`config.mk`:
```
export PLATFORM = sky130hd
export DESIGN_NAME = rotate_req_scheduler
export DESIGN_NICKNAME = d
export VERILOG_FILES = /design/src/rtl/rotate_pkg.sv /design/src/rtl/barrel_shifter_rotate.sv /design/src/rtl/rotate_req_scheduler.sv
export SDC_FILE = /design/constraint.sdc
export NUM_CORES = 1
export LEC_CHECK = 0
export ABC_CLOCK_PERIOD_IN_PS = 2930
export CAP_MARGIN = 25
export CORE_MARGIN = 1
export CORE_UTILIZATION = 39
export CTS_BUF_LIST = sky130_fd_sc_hd__clkbuf_16
export DETAILED_ROUTE_END_ITERATION = 7
export PLACE_DENSITY = 0.81
export SYNTH_ARGS = -nofsm -noshare
export SYNTH_HDL_FRONTEND = slang
export SYNTH_SLANG_ARGS = --single-unit
```
`constraint.sdc`:
```
create_clock -name clk -period 2.93 [get_ports clk]
set_input_delay 0.4395 -clock clk [delete_from_list [all_inputs] [get_ports clk]]
set_output_delay 0.4395 -clock clk [all_outputs]
set_load 0.01 [all_outputs]
```
`src/rtl/rotate_pkg.sv`:
```
// Shared definitions for the rotate request scheduler.
//   DEF_N / DEF_NREQ : default data width and requester count
//   SW / IW          : rotate-amount and requester-ID widths for the defaults
//   DIR_LEFT/RIGHT   : encoding of the per-request dir bit
//   sched_state_t    : result-register occupancy
package rotate_pkg;
    localparam int DEF_N    = 8;
    localparam int DEF_NREQ = 4;
    localparam int SW       = $clog2(DEF_N);
    localparam int IW       = $clog2(DEF_NREQ);

    localparam logic DIR_LEFT  = 1'b0;
    localparam logic DIR_RIGHT = 1'b1;

    typedef enum logic {
        ST_EMPTY = 1'b0,
        ST_FULL  = 1'b1
    } sched_state_t;
endpackage

```
`src/rtl/barrel_shifter_rotate.sv`:
```
// Combinational N-bit rotator.
//   din    : word to rotate
//   sh_amt : rotate distance (SW bits, so implicitly modulo N)
//   dir    : DIR_LEFT or DIR_RIGHT
//   dout   : rotated word
module barrel_shifter_rotate
    import rotate_pkg::*;
#(
    parameter int N  = DEF_N,
    parameter int SW = $clog2(N)
) (
    input  logic [N-1:0]  din,
    input  logic [SW-1:0] sh_amt,
    input  logic          dir,
    output logic [N-1:0]  dout
);
    // Shifting a doubled copy makes the wrap-around bits fall into the kept half.
    logic [2*N-1:0] dbl_l, dbl_r;

    assign dbl_l = {din, din} << sh_amt;
    assign dbl_r = {din, din} >> sh_amt;
    assign dout  = (dir == DIR_RIGHT) ? dbl_r[N-1:0] : dbl_l[2*N-1:N];
endmodule

```
`src/rtl/rotate_req_scheduler.sv`:
```
// Round-robin scheduler sharing one rotator between NREQ requesters.
//   clk, rst              : clock, synchronous active-high reset
//   req_valid/req_ready   : per-requester command handshake (ready is one-hot or zero)
//   req_din/sh_amt/dir    : packed per-requester command fields
//   out_valid/out_ready   : result handshake to the single consumer
//   out_dout/out_id       : rotated word and the requester that produced it
module rotate_req_scheduler
    import rotate_pkg::*;
#(
    parameter int N    = DEF_N,
    parameter int NREQ = DEF_NREQ,
    localparam int SHW = $clog2(N),
    localparam int IDW = $clog2(NREQ)
) (
    input  logic               clk,
    input  logic               rst,
    input  logic [NREQ-1:0]    req_valid,
    output logic [NREQ-1:0]    req_ready,
    input  logic [NREQ*N-1:0]  req_din,
    input  logic [NREQ*SHW-1:0] req_sh_amt,
    input  logic [NREQ-1:0]    req_dir,
    output logic               out_valid,
    input  logic               out_ready,
    output logic [N-1:0]       out_dout,
    output logic [IDW-1:0]     out_id
);
    sched_state_t   state, state_nxt;
    logic [IDW-1:0] rr_ptr, grant;
    logic           found, slot_free, accept;
    logic [N-1:0]   sel_din, rot_dout;
    logic [SHW-1:0] sel_sh;
    logic           sel_dir;

    // Search starting at rr_ptr; IDW-bit addition wraps modulo NREQ.
    always_comb begin
        grant = rr_ptr;
        found = 1'b0;
        for (int k = 0; k < NREQ; k++) begin
            logic [IDW-1:0] idx;
            idx = rr_ptr + IDW'(k);
            if (!found && req_valid[idx]) begin
                grant = idx;
                found = 1'b1;
            end
        end
    end

    assign slot_free = (state == ST_EMPTY) || out_ready;
    assign accept    = !rst && slot_free && found;

    always_comb begin
        req_ready = '0;
        if (accept) req_ready[grant] = 1'b1;
    end

    assign sel_din = req_din[int'(grant)*N +: N];
    assign sel_sh  = req_sh_amt[int'(grant)*SHW +: SHW];
    assign sel_dir = req_dir[grant];

    barrel_shifter_rotate #(.N(N), .SW(SHW)) u_rot (
        .din    (sel_din),
        .sh_amt (sel_sh),
        .dir    (sel_dir),
        .dout   (rot_dout)
    );

    always_comb begin
        state_nxt = state;
        case (state)
            ST_EMPTY: if (accept) state_nxt = ST_FULL;
            ST_FULL:  if (accept) state_nxt = ST_FULL;
                      else if (out_ready) state_nxt = ST_EMPTY;
            default:  state_nxt = ST_EMPTY;
        endcase
    end

    assign out_valid = (state == ST_FULL);

    always_ff @(posedge clk) begin
        if (rst) begin
            state    <= ST_EMPTY;
            out_dout <= '0;
            out_id   <= '0;
            rr_ptr   <= '0;
        end else begin
            state <= state_nxt;
            if (accept) begin
                out_dout <= rot_dout;
                out_id   <= grant;
                rr_ptr   <= grant + 1'b1;
            end
        end
    end
endmodule

```
==> summary.md <==
| Metric | Value |
|---|---|
| GRT overflow | `0` |
| F_max | `0.355 GHz` |
| HPWL Detailed | `4.19 mm` |
| Setup Skew | `0.00196 ns` |
| Met2 usage | `48.5%` |
| Placement Setup Slack | `-0.427 ns` |
| Via count | `2,098` |
| Dominant cells by area after synthesis | `mux2i_1, dfxtp_1, mux2i_4` |
| Ports | `70` |
| Leakage power | `1.32 nW` |
| Design area | `~3000 um^2` |
| PwrDens | `752 nW/um^2` |
| Most frequent cell after synthesis | `mux2i_1` |
| Hold Violations, Final | `0` |
| PortBufs | `69` |
| Mapped Nets | `about 270` |
| GRT met1 Usage | `30.0%` |
| Post-CTS Hold Buffers | `0` |
| First-pass iteration count of the detailed router | `4` |
| Critical-path cell list | `and3b_1 > or4_4 > and2_4 > inv_8 > buf_12 > mux2i_4 > buf_4 > mux2i_4 > o211ai_1 > o211ai_1 > a21oi_1 > a211o_1` |
| Pins Over Slew Limit | `0` |
| Critical path arrival | `2.95 ns` |
| Share of total power in the clock network | `11.7%` |
| Dominant cell type by area after synthesis | `mux2i_1` |
| WP data required | `3.06 ns` |
| Final wirelength | `~5.8 mm` |
| Final setup viols | `0` |
| Period minus WS final | `2.82 ns` |
| Crit Path Category | `flip-flop to flip-flop` |
| Synth top area share | `17.1%` |
| Hold Crit Class | `flip-flop to flip-flop` |
| Slowest CP cell | `or4_4` |
| Nets | `between 300 and 400` |
| Number of max-cap violations | `0` |
| Yosys warning count | `0` |
| Number of synthesized flops with an enable pin | `0` |
| GRT Util Overall | `a little over a quarter` |
| Post-DP Area | `2710 um^2` |
| Initial Util | `41.5%` |
| Initial DRC count | `roughly 140` |
| Switching Fraction | `40.8%` |
| Max Root-Sink Buffers | `2` |
| Vias per cell | `5.62` |
| Slew Limit Headroom | `45.7%` |
| Worst VDD drop | `0.000484 V` |
| Syn_area_per_cell | `8.16 um^2` |
| Die width | `between 60 and 70 um` |
| Worst-path clk slew | `0.05 ns` |
| # DRC | `0` |
| Die area | `about 4600 um^2` |
| Row count | `23` |
| Register area share after synthesis | `between 10% and 20%` |
| CTS root buffer | `clkbuf_16` |
| Synthesized cell area | `1700 um^2` |
| Total CTS buffers | `3` |
| CTS H-tree lvls | `1` |
| CTS Sinks | `13` |
| Status | `finished, final reports clean` |
| CTS tree | `yes` |
| Internal Power | `1.33 mW` |
| Tcrit/Tclk final | `96.1%` |
| Total power | `2.24 mW` |
| First-pass GRT wire length | `about 9.3 mm` |
| GPL Wtd Cong | `0.956` |
| Area delta synth->final | `75.5%` |
| GRT busiest layer | `met2` |
| Netlist cell types | `44` |
| Final Worst Setup Slack | `0.113 ns` |
| Slew @ Worst Pin | `0.812 ns` |
| Largest net degree at the start of global routing | `20` |
| Asr flop ratio synth | `0%` |
| Met3 usage | `roughly 4.0%` |
| Die H | `68.0 um` |
| Core area | `4090 um^2` |
| Sequential power share | `12.7%` |
| Endpoint type of the worst setup path | `flip-flop` |
| Antenna cells | `0` |
| Initial antenna violation count | `0` |
| Synthesized flop and latch total | `13` |
| Startpoint types | `flip-flop` |
| Switching Power | `0.913 mW` |
| Most frequent cells after synthesis | `mux2i_1, nand2_1, a21oi_1` |
| RSZ-0062 raised after global routing | `false` |
| # fillers | `~320` |
| Skew-Pair Late Insertion Delay | `approximately 0.25 ns` |
| Logic gate share of total power | `between 70% and 80%` |
| Critical Path Max Stage Delay | `0.48 ns` |
| Hold Path Depth | `1` |
| Antenna viol nets, final | `0` |
| Via count of the first global-routing pass | `2,150` |
| Routed wire length per instance | `15.6 um` |
| Main synth FF type | `dfxtp_1` |
| Post-synthesis cell count | `208` |
| Share of cells above drive strength 1 | `between 20% and 30%` |
| Crit path max fanout | `7` |
| R2R depth | `12` |
-- path summary, 6_finish.rpt --
kind	start	slack [ns]	endpoint
worst min register to register	out_dout[6]	0.48	out_dout[6]
worst max-delay path	rr_ptr[1]	0.11	out_dout[6]
worst max register to register	rr_ptr[1]	0.11	out_dout[6]
worst min-delay path	out_dout[6]	0.48	out_dout[6]
-- worst max-delay path: cells and delay by family (launching register included) --
kind                   cells  cell delay, ns
AOI/OAI and AO/OA          4            0.78
buffers and inverters      3            0.34
DFF                        1            0.34
muxes                      2            0.41
and+or+nand+nor            3            0.84
-- flip-flops by register name, indices dropped and copies added (netlist names) --
register	flops
out_id	2
rr_ptr	2
out_valid	1
out_dout	8
-- power by group through the flow --
stage               combinational, mW  clock [mW]  sequential [mW]
global placement                 1.44           0            0.286
global route                     1.81       0.271            0.294
floorplan                       0.901           0            0.311
finish                           1.69       0.263            0.285
detailed placement               1.48           0            0.286
CTS                              1.64       0.263            0.284
-- cells by family (layout without fill, tap and decap cells) --
| logic type | Yosys count | in the layout | synth area share [%] |
|---|---|---|---|
| AOI/OAI and AO/OA | 74 | 74 | 29.9 |
| adders and majority gates | 4 | 4 | 2.95 |
| buffers and inverters | 22 | 137 | 9.22 |
| DFF | 13 | 13 | 15.3 |
| muxes | 37 | 37 | 25.7 |
| and+or+nand+nor | 58 | 58 | 16.8 |
-- per-stage QoR --
| step | TNS, ns | instances | hold WS (ns) | utilization (%) |
|---|---|---|---|---|
| finish | 0 | 373 | 0.481 | 72.9 |
| global placement | -3.90 | 360 | 0.462 | 66.3 |
| detailed placement | -4.37 | 360 | 0.459 | 66.3 |
| global route | 0 | 373 | 0.495 | 72.9 |
| CTS | 0 | 371 | 0.481 | 72.2 |
| floorplan | -0.0614 | 208 | 0.484 | - |
-- layout make-up --
class / instances / area [um^2] / share of cell area, %
clock buffers: 3 / 75.1 / 2.52
clock inverters: 1 / 3.75 / 0.126
inverters: 9 / 41.3 / 1.39
multi-input cells: 173 / 1370 / 45.8
flip-flops and latches: 13 / 262 / 8.78
well taps: 50 / 62.6 / 2.10
repair buffers: 124 / 1170 / 39.2
-- per-layer routing --
metal  share of wire, %  routed length [um]  vias to the layer above
met2                 49                2870                       97
li1                   -                   -                     1026
met4                2.3                 134                        0
met1                 41                2410                      960
met3                6.7                 392                       15
met5                  0                   0                        -
-- timing repair --
action | CTS | global route
pin swaps | 8 | 4
setup buffers | 6 | 2
gates resized for setup | 24 | 10
cloned | 1 | 0
setup endpoints to repair | 12 | 8
-- placed cells by master, fill, tap and decap left out, types with 3 or more instances in the layout --
master           count
nand3_1              4
nand2_1             25
a21o_1               3
nor2_1               4
clkbuf_16            3
mux2i_2              3
a221o_1              3
buf_12               4
ha_1                 4
and2_1               6
o21ai_0              5
mux2i_1             24
o22ai_1             12
buf_4               48
dfxtp_1             12
nor3_1               4
inv_1                9
a22o_1               5
clkdlybuf4s50_1     61
dlygate4sd2_1        4
a21oi_1             17
mux2i_4              7
o211ai_1            14
No activity file was read; power rests on OpenSTA's default activity.
==> RTL edit: new RTL, config.mk and constraints unchanged <==
The package constant `DEF_N` goes from 8 to 16.
--- a/src/rtl/rotate_pkg.sv
+++ b/src/rtl/rotate_pkg.sv
@@ -6,3 +6,3 @@
 package rotate_pkg;
-    localparam int DEF_N    = 8;
+    localparam int DEF_N    = 16;
     localparam int DEF_NREQ = 4;
Ports: changed (resized out_dout, req_din and req_sh_amt); port bits go from 70 to 114. The function was not compared with the original's and may differ.
==> RTL edit against the original RTL <==
  * The run now ends with negative setup slack left
  * Worst setup slack worse by 360 ps
  * Fmax down 11%
  * Routed wire length grew to 2.7 times the old value
  * Hold slack got worse by 24 ps
  * Design area rose by 99%
  * Die area increased by 74%
  * Count of clock-buffer cells in the layout did not move
  * Critical path depth grew 3
  * Power grew to 2.5 times the old value
  * Synthesized area grew 77%
  * Clock power increased by 15%
  * Sequential cell count increased by 8
  * Global-route usage increased by 9.5 points
  * Largest power group unchanged
==> RTL edit: results (changes against the original RTL) <==
\begin{tabular}{lr}
\hline
Metric & Value \\
\hline
\multicolumn{2}{l}{\textbf{Drt}} \\
\quad Total iterations of the first detailed-routing run & 5 (was 4) \\
\quad Length of routed met3 wiring & 1142 microns (was 392 microns) \\
\quad Wl on met1 & 6029 microns (was 2409 microns) \\
\quad Vias & 4477 (was 2098) \\
\multicolumn{2}{l}{\textbf{Timing}} \\
\quad Final setup slack of the worst path & -246.4 ps (was 113.0 ps) \\
\quad Aggregate negative setup slack & -1578 ps (was 0 ps) \\
\quad Number of failing setup endpoints in the final timing report & 15 (was 0) \\
\multicolumn{2}{l}{\textbf{Logic synthesis}} \\
\quad Commonest cells in the synthesized netlist & sky130\_fd\_sc\_hd\_\_nand2\_1 (60), sky130\_fd\_sc\_hd\_\_mux2i\_1 (41), sky130\_fd\_sc\_hd\_\_a21oi\_1 (37), sky130\_fd\_sc\_hd\_\_nor2\_1 (30), sky130\_fd\_sc\_hd\_\_dfxtp\_1 (21) (was sky130\_fd\_sc\_hd\_\_mux2i\_1 (29), sky130\_fd\_sc\_hd\_\_nand2\_1 (26), sky130\_fd\_sc\_hd\_\_a21oi\_1 (17), sky130\_fd\_sc\_hd\_\_o211ai\_1 (14), sky130\_fd\_sc\_hd\_\_dfxtp\_1 (13)) \\
\quad Gate count after technology mapping & 394 (was 208) \\
\multicolumn{2}{l}{\textbf{Critical path}} \\
\quad Slowest cell on crit path & sky130\_fd\_sc\_hd\_\_a2111oi\_4 (was sky130\_fd\_sc\_hd\_\_or4\_4) \\
\quad First element of the critical path & req\_valid[0] (was rr\_ptr[1]) \\
\quad Reg2reg end & out\_dout[0] (was out\_dout[6]) \\
\multicolumn{2}{l}{\textbf{Place}} \\
\quad Number of buffer cells added on primary ports & 113 (was 69) \\
\quad Post-placement cell count & 678 (was 360) \\
\multicolumn{2}{l}{\textbf{Hold path}} \\
\quad Worst Hold Path EP & out\_id[0] (was out\_dout[6]) \\
\quad Number of stages on the worst hold path & 2 (was 1) \\
\multicolumn{2}{l}{\textbf{GRT}} \\
\quad Global-route wire length before repair & 21710 microns (was 9308 microns) \\
\multicolumn{2}{l}{\textbf{Run status}} \\
\quad Status & finished, violations left (was complete, no violations) \\
\quad Violated checks & negative setup slack \\
\multicolumn{2}{l}{\textbf{Finish}} \\
\quad Regs by FF count & out\_dout x16, out\_id x2, rr\_ptr x2 (was out\_dout x8, out\_id x2, rr\_ptr x2) \\
\hline
\end{tabular}
## RTL edit: cell families after synthesis
family | synth area share
AOI/OAI and AO/OA | 0.3659
and+or+nand+nor | 0.2044
muxes | 0.2215
buffers and inverters | 0.05131
DFF | 0.1402
adders and majority gates | 0.01669
## RTL edit: power groups by stage
| stage | logic, W | registers [W] | clock network (W) |
|---|---|---|---|
| floorplan | 0.00194 | 0.000505 | 0 |
| global placement | 0.00351 | 0.000457 | 0 |
| detailed placement | 0.00355 | 0.000460 | 0 |
| CTS | 0.00418 | 0.000460 | 0.000304 |
| global route | 0.00505 | 0.000471 | 0.000313 |
| finish | 0.00484 | 0.000460 | 0.000303 |
## RTL edit: how the worst max path moves through the flow
stage | to | slack, ps | cells past startpoint
finish | out_dout[0] | -250 | 15
CTS | out_dout[2] | -6 | 13
global route | out_dout[0] | -270 | 15
global placement | out_dout[15] | -820 | 13
floorplan | out_dout[2] | -10 | 12
detailed placement | out_dout[15] | -880 | 13
## RTL edit: critical path, delay by kind of cell
| kind | cells | cell delay (ps) |
|---|---|---|
| compound gates | 7 | 1820 |
| buf+inv | 6 | 890 |
| simple gates | 1 | 90 |
| mux | 1 | 80 |
## RTL edit: what timing repair did
| action | CTS | global route |
|---|---|---|
| setup buffers | 20 | 5 |
| endpoints found under the setup margin | 20 | 19 |
| gates resized for setup | 113 | 62 |
| pin swaps | 25 | 18 |
| gates cloned | 3 | 1 |
## RTL edit: area by class of cell
cell class	count	area [sq um]
timing repair buffer	238	2235
tap	99	123.9
fill	439	1400
inverter	3	13.76
clock buffer	3	75.07
multi-input combinational	344	3053
clock inverter	1	5.005
sequential	21	425.4
## RTL edit: metal layers
metal | track usage | up-vias
met3 | 0.06856 | 94
met1 | 0.4050 | 2116
met2 | 0.6405 | 313
li1 | - | 1954
met4 | 0.1905 | 0
met5 | 0 | -
## RTL edit: through the flow
stage | hold slack [ps] | instance area [sq um] | util
after CTS | 457.7 | 5580 | 0.7612
after global routing | 472.7 | 5931 | 0.8090
final | 457.3 | 5931 | 0.8090
after detailed placement | 449.7 | 4926 | 0.6720
after global placement | 440.4 | 4926 | 0.6720
after floorplan | 471.5 | 3013 | -
